**src/rtl/dwrr_pkg.sv**
```systemverilog
// Shared definitions for the DWRR arbiter and its ingress queue bank.
package dwrr_pkg;

  localparam int NUM_REQS = 4;   // requestors / queues
  localparam int QWID     = 8;   // arbiter quantum/deficit width
  localparam int PSIZE    = 1;   // packet size charged per grant
  localparam int DWID     = 8;   // packet data width
  localparam int DEPTH    = 8;   // entries per ingress queue

  // Bit positions inside the sticky error vector.
  typedef enum logic [1:0] {
    ERR_OVF = 2'd0,
    ERR_UDF = 2'd1,
    ERR_GNT = 2'd2
  } err_bit_e;

  // True when more than one bit of v is set.
  function automatic logic multi_hot(input logic [31:0] v);
    return (v & (v - 32'd1)) != 32'd0;
  endfunction

endpackage

```
**src/rtl/dwrr_queue_bank_if.sv**
```systemverilog
// Ingress/egress signal bundle of the DWRR queue bank.
interface dwrr_queue_bank_if #(
  parameter int NUM_REQS = 4,
  parameter int DWID     = 8,
  parameter int PTRWID   = 3,
  parameter int CNTWID   = 2
);
  logic [NUM_REQS-1:0]            push;
  logic [NUM_REQS*DWID-1:0]       push_data;
  logic [NUM_REQS-1:0]            full;
  logic [NUM_REQS-1:0]            reqs;
  logic [NUM_REQS-1:0]            gnt;
  logic                           blk;
  logic                           out_valid;
  logic [DWID-1:0]                out_data;
  logic [CNTWID-1:0]              out_id;
  logic [NUM_REQS*(PTRWID+1)-1:0] occ;
  logic [2:0]                     err;

  // Queue bank side.
  modport slave (
    input  push, push_data, gnt, blk,
    output full, reqs, out_valid, out_data, out_id, occ, err
  );

  // Producer / arbiter / egress side.
  modport master (
    output push, push_data, gnt, blk,
    input  full, reqs, out_valid, out_data, out_id, occ, err
  );
endinterface

```
**src/rtl/dwrr_queue_bank_sync_fifo.sv**
```systemverilog
// Single-clock FIFO with a combinational head and an explicit occupancy count.
module sync_fifo #(
  parameter int DEPTH  = 8,
  parameter int DWID   = 8,
  parameter int PTRWID = $clog2(DEPTH)
) (
  input  logic              clk,
  input  logic              rst,
  input  logic              wr_en,
  input  logic [DWID-1:0]   wr_data,
  input  logic              rd_en,
  output logic [DWID-1:0]   rd_data,
  output logic              full,
  output logic              empty,
  output logic [PTRWID:0]   count
);

  logic [DWID-1:0]   mem_r [DEPTH];
  logic [PTRWID-1:0] wr_ptr_r;
  logic [PTRWID-1:0] rd_ptr_r;
  logic [PTRWID:0]   count_r;
  logic              rd_ok_s;
  logic              wr_ok_s;

  assign full    = (count_r == (PTRWID+1)'(DEPTH));
  assign empty   = (count_r == {(PTRWID+1){1'b0}});
  assign count   = count_r;
  assign rd_data = mem_r[rd_ptr_r];

  // A write into a full FIFO is only legal when the head leaves in the same cycle.
  always_comb begin
    rd_ok_s = rd_en & ~empty;
    wr_ok_s = wr_en & (~full | rd_ok_s);
  end

  // Storage array; contents need no reset because count gates visibility.
  always_ff @(posedge clk) begin
    if (wr_ok_s) begin
      mem_r[wr_ptr_r] <= wr_data;
    end
  end

  // Pointers wrap naturally modulo DEPTH; count tracks 0..DEPTH.
  always_ff @(posedge clk or negedge rst) begin
    if (!rst) begin
      wr_ptr_r <= {PTRWID{1'b0}};
      rd_ptr_r <= {PTRWID{1'b0}};
      count_r  <= {(PTRWID+1){1'b0}};
    end else begin
      if (wr_ok_s) begin
        wr_ptr_r <= wr_ptr_r + PTRWID'(1);
      end
      if (rd_ok_s) begin
        rd_ptr_r <= rd_ptr_r + PTRWID'(1);
      end
      case ({wr_ok_s, rd_ok_s})
        2'b10:   count_r <= count_r + (PTRWID+1)'(1);
        2'b01:   count_r <= count_r - (PTRWID+1)'(1);
        default: count_r <= count_r;
      endcase
    end
  end

endmodule

```
**src/rtl/dwrr_queue_bank.sv**
```systemverilog
// Per-requestor ingress FIFOs feeding a DWRR arbiter; pops the granted queue
// and presents the packet on a registered egress port.
module dwrr_queue_bank #(
  parameter int NUM_REQS = dwrr_pkg::NUM_REQS,
  parameter int DEPTH    = dwrr_pkg::DEPTH,
  parameter int DWID     = dwrr_pkg::DWID,
  parameter int PTRWID   = $clog2(DEPTH),
  parameter int CNTWID   = $clog2(NUM_REQS)
) (
  input  logic                clk,
  input  logic                rst,
  dwrr_queue_bank_if.slave    bus
);
  import dwrr_pkg::*;

  localparam int CW = PTRWID + 1;

  logic [DWID-1:0]     rd_data_s [NUM_REQS];
  logic [CW-1:0]       count_s   [NUM_REQS];
  logic [NUM_REQS-1:0] full_s;
  logic [NUM_REQS-1:0] empty_s;
  logic [NUM_REQS-1:0] pop_s;
  logic                gnt_mh_s;
  logic                gnt_oh_s;
  logic                pop_any_s;
  logic [DWID-1:0]     sel_data_s;
  logic [CNTWID-1:0]   sel_id_s;
  logic [2:0]          err_set_s;

  logic                out_valid_r;
  logic [DWID-1:0]     out_data_r;
  logic [CNTWID-1:0]   out_id_r;
  logic [2:0]          err_r;

  for (genvar gi = 0; gi < NUM_REQS; gi++) begin : g_q
    sync_fifo #(
      .DEPTH  (DEPTH),
      .DWID   (DWID),
      .PTRWID (PTRWID)
    ) u_fifo (
      .clk     (clk),
      .rst     (rst),
      .wr_en   (bus.push[gi]),
      .wr_data (bus.push_data[gi*DWID +: DWID]),
      .rd_en   (pop_s[gi]),
      .rd_data (rd_data_s[gi]),
      .full    (full_s[gi]),
      .empty   (empty_s[gi]),
      .count   (count_s[gi])
    );
    assign bus.occ[gi*CW +: CW] = count_s[gi];
  end

  // reqs/full come straight from FIFO count registers, never from push/gnt.
  assign bus.full      = full_s;
  assign bus.reqs      = ~empty_s;
  assign bus.out_valid = out_valid_r;
  assign bus.out_data  = out_data_r;
  assign bus.out_id    = out_id_r;
  assign bus.err       = err_r;

  // Pop decode: only a one-hot grant on a non-empty queue while not stalled pops.
  always_comb begin
    gnt_mh_s  = multi_hot(32'(bus.gnt));
    gnt_oh_s  = (|bus.gnt) & ~gnt_mh_s;
    pop_s     = bus.gnt & ~empty_s & {NUM_REQS{gnt_oh_s & ~bus.blk}};
    pop_any_s = |pop_s;
  end

  // Select the head and index of the popped queue (at most one bit of pop_s set).
  always_comb begin
    sel_data_s = {DWID{1'b0}};
    sel_id_s   = {CNTWID{1'b0}};
    for (int i = 0; i < NUM_REQS; i++) begin
      sel_data_s = sel_data_s | (pop_s[i] ? rd_data_s[i] : {DWID{1'b0}});
      sel_id_s   = sel_id_s | (pop_s[i] ? CNTWID'(i) : {CNTWID{1'b0}});
    end
  end

  // Error events this cycle: dropped push, grant to empty queue, multi-hot grant.
  always_comb begin
    err_set_s          = 3'b000;
    err_set_s[ERR_OVF] = |(bus.push & full_s & ~pop_s);
    err_set_s[ERR_UDF] = |(bus.gnt & empty_s);
    err_set_s[ERR_GNT] = gnt_mh_s;
  end

  // Egress registers: load on pop, clear valid on idle, hold on stall or multi-hot grant.
  always_ff @(posedge clk or negedge rst) begin
    if (!rst) begin
      out_valid_r <= 1'b0;
      out_data_r  <= {DWID{1'b0}};
      out_id_r    <= {CNTWID{1'b0}};
    end else if (pop_any_s) begin
      out_valid_r <= 1'b1;
      out_data_r  <= sel_data_s;
      out_id_r    <= sel_id_s;
    end else if (!bus.blk && !gnt_mh_s) begin
      out_valid_r <= 1'b0;
    end else begin
      out_valid_r <= out_valid_r;
    end
  end

  // Sticky error flags, cleared only by reset.
  always_ff @(posedge clk or negedge rst) begin
    if (!rst) begin
      err_r <= 3'b000;
    end else begin
      err_r <= err_r | err_set_s;
    end
  end

endmodule

```
**src/flat_wrapper.sv**
```systemverilog
// flat-port wrapper written by rule: the top's interface ports become plain ports
module dwrr_queue_bank_flat import dwrr_pkg::*;
#(
  parameter int NUM_REQS = dwrr_pkg::NUM_REQS,
  parameter int DEPTH    = dwrr_pkg::DEPTH,
  parameter int DWID     = dwrr_pkg::DWID,
  parameter int PTRWID   = $clog2(DEPTH),
  parameter int CNTWID   = $clog2(NUM_REQS)
)
  (clk, rst, bus_push, bus_push_data, bus_gnt, bus_blk, bus_full, bus_reqs, bus_out_valid, bus_out_data, bus_out_id, bus_occ, bus_err);
  dwrr_queue_bank_if #(.NUM_REQS(NUM_REQS), .DWID(DWID), .PTRWID(PTRWID), .CNTWID(CNTWID)) bus_i ();
  input  logic clk;
  input  logic rst;
  input wire logic [$bits(bus_i.push)-1:0] bus_push;
  input wire logic [$bits(bus_i.push_data)-1:0] bus_push_data;
  input wire logic [$bits(bus_i.gnt)-1:0] bus_gnt;
  input wire logic [$bits(bus_i.blk)-1:0] bus_blk;
  output wire logic [$bits(bus_i.full)-1:0] bus_full;
  output wire logic [$bits(bus_i.reqs)-1:0] bus_reqs;
  output wire logic [$bits(bus_i.out_valid)-1:0] bus_out_valid;
  output wire logic [$bits(bus_i.out_data)-1:0] bus_out_data;
  output wire logic [$bits(bus_i.out_id)-1:0] bus_out_id;
  output wire logic [$bits(bus_i.occ)-1:0] bus_occ;
  output wire logic [$bits(bus_i.err)-1:0] bus_err;
  assign bus_i.push = bus_push;
  assign bus_i.push_data = bus_push_data;
  assign bus_i.gnt = bus_gnt;
  assign bus_i.blk = bus_blk;
  assign bus_full = bus_i.full;
  assign bus_reqs = bus_i.reqs;
  assign bus_out_valid = bus_i.out_valid;
  assign bus_out_data = bus_i.out_data;
  assign bus_out_id = bus_i.out_id;
  assign bus_occ = bus_i.occ;
  assign bus_err = bus_i.err;
  dwrr_queue_bank #(.NUM_REQS(NUM_REQS), .DEPTH(DEPTH), .DWID(DWID), .PTRWID(PTRWID), .CNTWID(CNTWID)) u_core (.clk(clk), .rst(rst), .bus(bus_i));
endmodule
```
**config.mk**
```make
export PLATFORM = sky130hd
export DESIGN_NAME = dwrr_queue_bank_flat
export DESIGN_NICKNAME = d
export VERILOG_FILES = /design/src/rtl/dwrr_pkg.sv /design/src/rtl/dwrr_queue_bank_if.sv /design/src/rtl/dwrr_queue_bank_sync_fifo.sv /design/src/rtl/dwrr_queue_bank.sv /design/src/flat_wrapper.sv
export SDC_FILE = /design/constraint.sdc
export NUM_CORES = 1
export LEC_CHECK = 0
export CORE_MARGIN = 1
export CORE_UTILIZATION = 50
export CTS_CLUSTER_DIAMETER = 60
export DETAILED_ROUTE_END_ITERATION = 10
export GPL_ROUTABILITY_DRIVEN = 1
export PLACE_DENSITY = 0.69
export SYNTH_ARGS = -nofsm -noshare
export SYNTH_HDL_FRONTEND = slang
export SYNTH_SLANG_ARGS = --single-unit
```
**constraint.sdc**
```tcl
create_clock -name clk -period 3.3 [get_ports clk]
set_input_delay 0.66 -clock clk [delete_from_list [all_inputs] [get_ports clk]]
set_output_delay 0.66 -clock clk [all_outputs]
set_load 0.01 [all_outputs]
```
==> impl_metrics.py, run 1 <==
metrics = {
    "sta": {
        "slew_headroom": 0.389,
        "period_minus_slack_ps": 2950,
        "finalHoldViolations": 0,
        "setup_viol": 0,
        "finalSetupTns_ps": 0,
        "grt_setup_unrepaired": "false",
        "worst_pin_slew_ps": 916,
        "timing.final.crit_share": 0.894,
        "maxSlewViolCount": 0,
        "clock_skew_ps": 14.5,
        "fmax_mhz": 339,
    },
    "detailed_routing": {
        "num_vias": 7355,
        "drt_first_iter_violations": 600,
        "ant_nets": 0,
        "firstDrtPassIters": 6,
        "via_per_inst": 5.58,
        "drc": 0,
        "routed_wl_um": 26200,
        "wl_per_cell_um": 19.9,
    },
    "die": {
        "io-pin-count": 81,
        "die-area_sq_mm": 0.0267,
        "die_h_um": 163,
        "fp.dieW_um": 163,
        "core_sq_mm": 0.0253,
        "initial_core_util": 0.514,
        "std_cell_rows": 58,
    },
    "worst_setup_path": {
        "end_kind": "primary output",
        "cp_slowest_stage_delay_ps": 660,
        "startpoint": "u_core.g_q[1].u_fifo.count[1]",
        "cp.arrival_ps": 2290,
        "start_kind": "flop",
        "timing.rr.start": "u_core.g_q[0].u_fifo.count[1]",
        "crit_type": "reg2out",
        "cp-endpoint": "bus_full[1]",
        "path_cells": "nor4b_1 > clkdlybuf4s50_1",
        "critPathSlowestCell": "clkdlybuf4s50_1",
        "cp.depth": 2,
        "critical_path_required_ps": 2640,
        "reg2reg_slack_ps": 480,
        "critPathMaxFanout": 10,
        "path_delay_family": "buffers and inverters",
        "rr_worst_depth": 10,
        "rr_endpoint": "u_core.g_q[0].u_fifo.count[3]",
        "crit_buf_inv": 1,
    },
    "synth": {
        "syn_inst": 829,
        "synth_cell_types": 56,
        "syn_area_per_cell_sq_um": 15.7,
        "yosysWarningCount": 0,
        "synth_area_leader_cell": "edfxtp_1",
        "async_reset_ff_frac": 0.174,
        "yosysMostFrequentCell": "edfxtp_1",
        "synth_nets": 892,
        "synth_edf_count": 256,
        "syn_area_sq_mm": 0.0130,
        "yosys_register_bits": 310,
        "synth_top_cells_by_count": "256 x edfxtp_1, 128 x mux2i_1, 54 x dfrtp_1, 41 x a22oi_1, 40 x nand2_1",
        "synth_top_flop_cell": "edfxtp_1",
        "ys_seq_area_frac": 0.695,
        "synth_top_area_frac": 0.591,
        "synth.area.top_cells": "edfxtp_1 59%, dfrtp_1 10%, mux2i_1 9.8%, a22oi_1 2.4%, ha_1 1.9%",
    },
    "clocking": {
        "cts_buffers": 34,
        "cts_buffer_depth": 3,
        "cts.clk_slew.worst_paths_ps": 60,
        "clockRootBuffer": "clkbuf_16",
        "post_cts_buffers": 0,
        "clk_latency_ps": 510,
        "ctsResizeCount": 0,
        "htree_levels": 2,
        "cts_tree": "built",
        "cts.sinks": 310,
        "hold_buffers": 0,
    },
    "grt": {
        "overflow": 0,
        "grt_pass1_vias": 7353,
        "grt_max_degree": 40,
        "antenna_found_initial": 0,
        "grt_pass1_wl_um": 40300,
        "grt_use_total": 0.204,
    },
    "pwr": {
        "pwr-share-seq": 0.443,
        "power_mw": 12.8,
        "p_int_mw": 8.90,
        "powerDensity_mw_per_mm2": 822,
        "power_leakage_nw": 5.56,
        "combPwrFrac": 0.272,
        "p_sw_mw": 3.91,
        "power.share.clock": 0.285,
        "vdd_drop_max_v": 0.000506,
        "sw_frac_of_total": 0.305,
    },
    "cells_and_area": {
        "drive_gt1_frac": 0.144,
        "instances_no_fill": 1317,
        "diodes": 0,
        "synthToLayoutAreaGrowth_pct": 19.8,
        "final_nets": 1024,
    },
    "placed_design": {
        "gp_congestion": 0.754,
        "dp_hpwl_um": 17700,
        "io_buffers": 80,
        "dpl.cell_count": 1255,
    },
    "run_status": {
        "status": "finished clean",
    },
    "run": {
        "drv_cap": 0,
    },
    "worst_hold_path": {
        "holdCritPathClass": "in2async",
    },
}
## worst reg2reg max path: cells and delay by family (launching register included)
kind | cells | cell delay, ps
simple gates | 2 | 490
buf+inv | 2 | 200
compound gates | 4 | 1200
flops | 1 | 510
xor+xnor | 1 | 160
fa+ha+maj | 1 | 180
## sequential cells by signal, indices dropped and copies added (netlist names)
name,cells
u_core.g_q.u_fifo.mem_r,256
u_core.g_q.u_fifo.rd_ptr_r,12
u_core.bus.out_id,2
u_core.g_q.u_fifo.wr_ptr_r,12
u_core.g_q.u_fifo.count,16
u_core.bus.out_valid,1
u_core.bus.err,3
u_core.bus.out_data,8
## metal layers
layer / track usage / up-vias / share of wire
met4: 0.0722 / 0 / 0.023
li1: - / 3471 / -
met3: 0.0371 / 42 / 0.054
met1: 0.262 / 3669 / 0.42
met5: 0 / - / 0
met2: 0.347 / 173 / 0.50
## worst min path at each step
stage	startpoint	to	slack (ps)
6_report	rst	u_core.g_q[1].u_fifo.wr_ptr_r[0]	280
5_1_grt	rst	u_core.g_q[1].u_fifo.wr_ptr_r[0]	360
4_1_cts	rst	u_core.g_q[1].u_fifo.wr_ptr_r[0]	310
3_5_place_dp	u_core.bus.err[2]	u_core.bus.err[2]	470
3_3_place_gp	u_core.bus.err[2]	u_core.bus.err[2]	450
2_1_floorplan	rst	u_core.bus.err[0]	360
## kinds of logic after synthesis
kind of cell / Yosys count / synth area share
flops: 310 / 0.695
buf+inv: 60 / 0.0218
compound gates: 105 / 0.0631
xor+xnor: 36 / 0.0242
fa+ha+maj: 21 / 0.0200
simple gates: 160 / 0.0690
mux: 137 / 0.107
## placed cells by master, fill, tap and decap left out, drive strengths merged, types with 20 or more instances in the layout
| master | n |
|---|---|
| clkdlybuf4s50 | 79 |
| dfrtp | 54 |
| buf | 64 |
| nor2 | 26 |
| nand2 | 41 |
| edfxtp | 256 |
| ha | 20 |
| a22oi | 41 |
| mux2i | 128 |
| xor2 | 20 |
| clkbuf | 47 |
## through the flow
step | setup slack (ps) | utilization | hold WS (ps) | instance area, sq um
after detailed placement | 9.71 | 0.572 | 469 | 14500
after global placement | 34.5 | 0.572 | 453 | 14500
after floorplan | 360 | - | 364 | 13000
after CTS | 314 | 0.615 | 305 | 15600
after global routing | 225 | 0.615 | 362 | 15600
final | 350 | 0.615 | 283 | 15600
## power groups by stage
stage                     registers (mW)  clock network [mW]  logic [mW]
after CTS                           5.68                3.71        3.53
final                               5.68                3.66        3.48
after global placement              5.72                   0        3.45
after global routing                5.78                3.89        3.79
after detailed placement            5.75                   0        3.52
after floorplan                     5.55                   0        2.35
## final cells by class
cell class	instances	area (sq um)
fill	1894	9740
sequential	310	9040
multi-input combinational	459	3690
timing repair buffer	143	1280
clock buffer	47	1000
tap	330	413
clock inverter	15	98.8
inverter	13	53.8
(Power assumes the default switching activity.)
==> run 2: changes to the inputs <==
Settings changed: PLACE_DENSITY 0.69 to 0.71.
==> impl_metrics.py, run 2 (synthesized netlist as in run 1, its figures left out) <==
metrics = {
    "sta": {
        "maxSlewViolCount": 0,
        "timing.final.crit_share": 0.903,
        "finalHoldViolations": 0,
        "grt_setup_unrepaired": "false",
        "worst_pin_slew_ps": 979,
        "clock_skew_ps": 7.32,
        "worst_slack_ps": 320,
        "setup_viol": 0,
        "fmax_mhz": 336,
        "slew_headroom": 0.347,
        "period_minus_slack_ps": 2980,
    },
    "worst_setup_path": {
        "crit_buf_inv": 1,
        "critPathMaxFanout": 10,
        "critPathSlowestCell": "clkdlybuf4s50_1",
        "timing.rr.start": "u_core.g_q[3].u_fifo.count[1]",
        "path_delay_family": "buffers and inverters",
        "end_kind": "primary output",
        "crit_type": "reg2out",
        "cp_slowest_stage_delay_ps": 660,
        "rr_worst_depth": 10,
        "critical_path_required_ps": 2640,
        "startpoint": "u_core.g_q[1].u_fifo.count[1]",
        "cp.arrival_ps": 2320,
        "path_cells": "nor4b_1 > clkdlybuf4s50_1",
        "cp.depth": 2,
        "start_kind": "flop",
    },
    "cells_and_area": {
        "largest_register": "u_core.g_q.u_fifo.mem_r",
        "final_nets": 1026,
        "drive_gt1_frac": 0.146,
        "fin_area_sq_mm": 0.0156,
        "largest_register_ffs": 256,
        "final_cell_mix": "256 x edfxtp_1, 128 x mux2i_1, 79 x clkdlybuf4s50_1",
        "synthToLayoutAreaGrowth_pct": 20.0,
        "final_common_cell": "edfxtp_1",
        "diodes": 0,
        "n_fill_cell": 1870,
    },
    "die": {
        "initial_core_util": 0.514,
        "std_cell_rows": 58,
        "die_h_um": 163,
        "die-area_sq_mm": 0.0267,
        "io-pin-count": 81,
        "core_sq_mm": 0.0253,
        "fp.dieW_um": 163,
    },
    "grt": {
        "antenna_found_initial": 0,
        "grt_pass1_vias": 7241,
        "overflow": 0,
        "grt_use_total": 0.203,
        "grt_max_degree": 39,
        "grt_pass1_wl_um": 40500,
    },
    "clocking": {
        "hold_buffers": 0,
        "htree_levels": 1,
        "ctsResizeCount": 0,
        "cts_buffers": 31,
        "post_cts_buffers": 0,
        "cts_buffer_depth": 3,
        "cts.sinks": 310,
        "cts_tree": "built",
        "clockRootBuffer": "clkbuf_16",
        "cts.clk_slew.worst_paths_ps": 60,
        "clk_latency_ps": 550,
    },
    "placed_design": {
        "place_ws_ps": -50.7,
        "placed_area_sq_mm": 0.0145,
        "gp_congestion": 0.761,
        "dp_hpwl_um": 17700,
        "io_buffers": 80,
    },
    "detailed_routing": {
        "drt_first_iter_violations": 484,
        "via_per_inst": 5.63,
        "drc": 0,
        "num_vias": 7417,
        "firstDrtPassIters": 5,
        "routed_wl_um": 26500,
        "ant_nets": 0,
        "wl_per_cell_um": 20.1,
    },
    "pwr": {
        "power_leakage_nw": 5.57,
        "powerDensity_mw_per_mm2": 824,
        "vdd_drop_max_v": 0.000482,
    },
    "worst_hold_path": {
        "holdCritPathClass": "in2async",
    },
    "run": {
        "drv_cap": 0,
    },
    "run_status": {
        "status": "finished clean",
    },
}
-- run 2: cell types whose count changed in the layout (fill, tap and decap cells not counted) --
cell       previous run  this run
clkinv_2              9         8
clkbuf_16            37        31
bufinv_16             1         6
clkinv_1              4         5
clkbuf_1              6         3
buf_4                62        67
nor4_4                0         1
inv_6                 1         0
nor4_2                3         2
-- run 2: metrics by stage --
step | power, mW | cells | hold WS, ps | setup TNS [ps] | utilization
after floorplan | 7.90 | 829 | 364 | 0 | -
after global placement | 9.20 | 1260 | 481 | -19.8 | 0.574
after detailed placement | 9.28 | 1260 | 497 | -124 | 0.574
after CTS | 12.9 | 1317 | 303 | 0 | 0.616
after global routing | 13.5 | 1317 | 325 | 0 | 0.616
final | 12.9 | 1317 | 263 | 0 | 0.616
-- run 2: per-layer routing --
layer | wire length [um] | GRT usage | up-vias | share of wire
li1 | - | - | 3485 | -
met2 | 12900 | 0.334 | 201 | 0.49
met4 | 673 | 0.0612 | 0 | 0.025
met5 | 0 | 0 | - | 0
met1 | 11400 | 0.278 | 3687 | 0.43
met3 | 1430 | 0.0320 | 44 | 0.054
-- run 2: path summary, 6_finish.rpt --
path	to	slack (ps)
worst max-delay path	bus_full[1]	320
worst min-delay path	u_core.g_q[0].u_fifo.wr_ptr_r[0]	260
worst max register to register	u_core.g_q[3].u_fifo.count[2]	490
worst min register to register	u_core.bus.out_data[0]	510
max in group asynchronous	u_core.bus.out_id[1]	2290
min in group clk	u_core.bus.out_data[0]	510
-- run 2: worst reg2reg max path, delay by kind of cell, from the launching register on --
kind            cells  cell delay (ps)
compound gates      2              920
xor+xnor            3              450
fa+ha+maj           2              420
buf+inv             1              250
flops               1              480
simple gates        2              190
-- run 2: layout make-up --
cell class                      count  area, sq um  share of cell area
Tap cell                          330          413              0.0265
Sequential cell                   310         9040               0.579
Timing Repair Buffer              148         1320              0.0845
Clock buffer                       38          842              0.0539
Inverter                           13         53.8             0.00345
Clock inverter                     19          239              0.0153
Multi-Input combinational cell    459         3700               0.237
-- run 2: where the power goes --
group / switching, mW / internal [mW]
combinational: 1.83 / 1.68
clock: 1.40 / 2.26
sequential: 0.650 / 5.03
total: 3.88 / 8.97
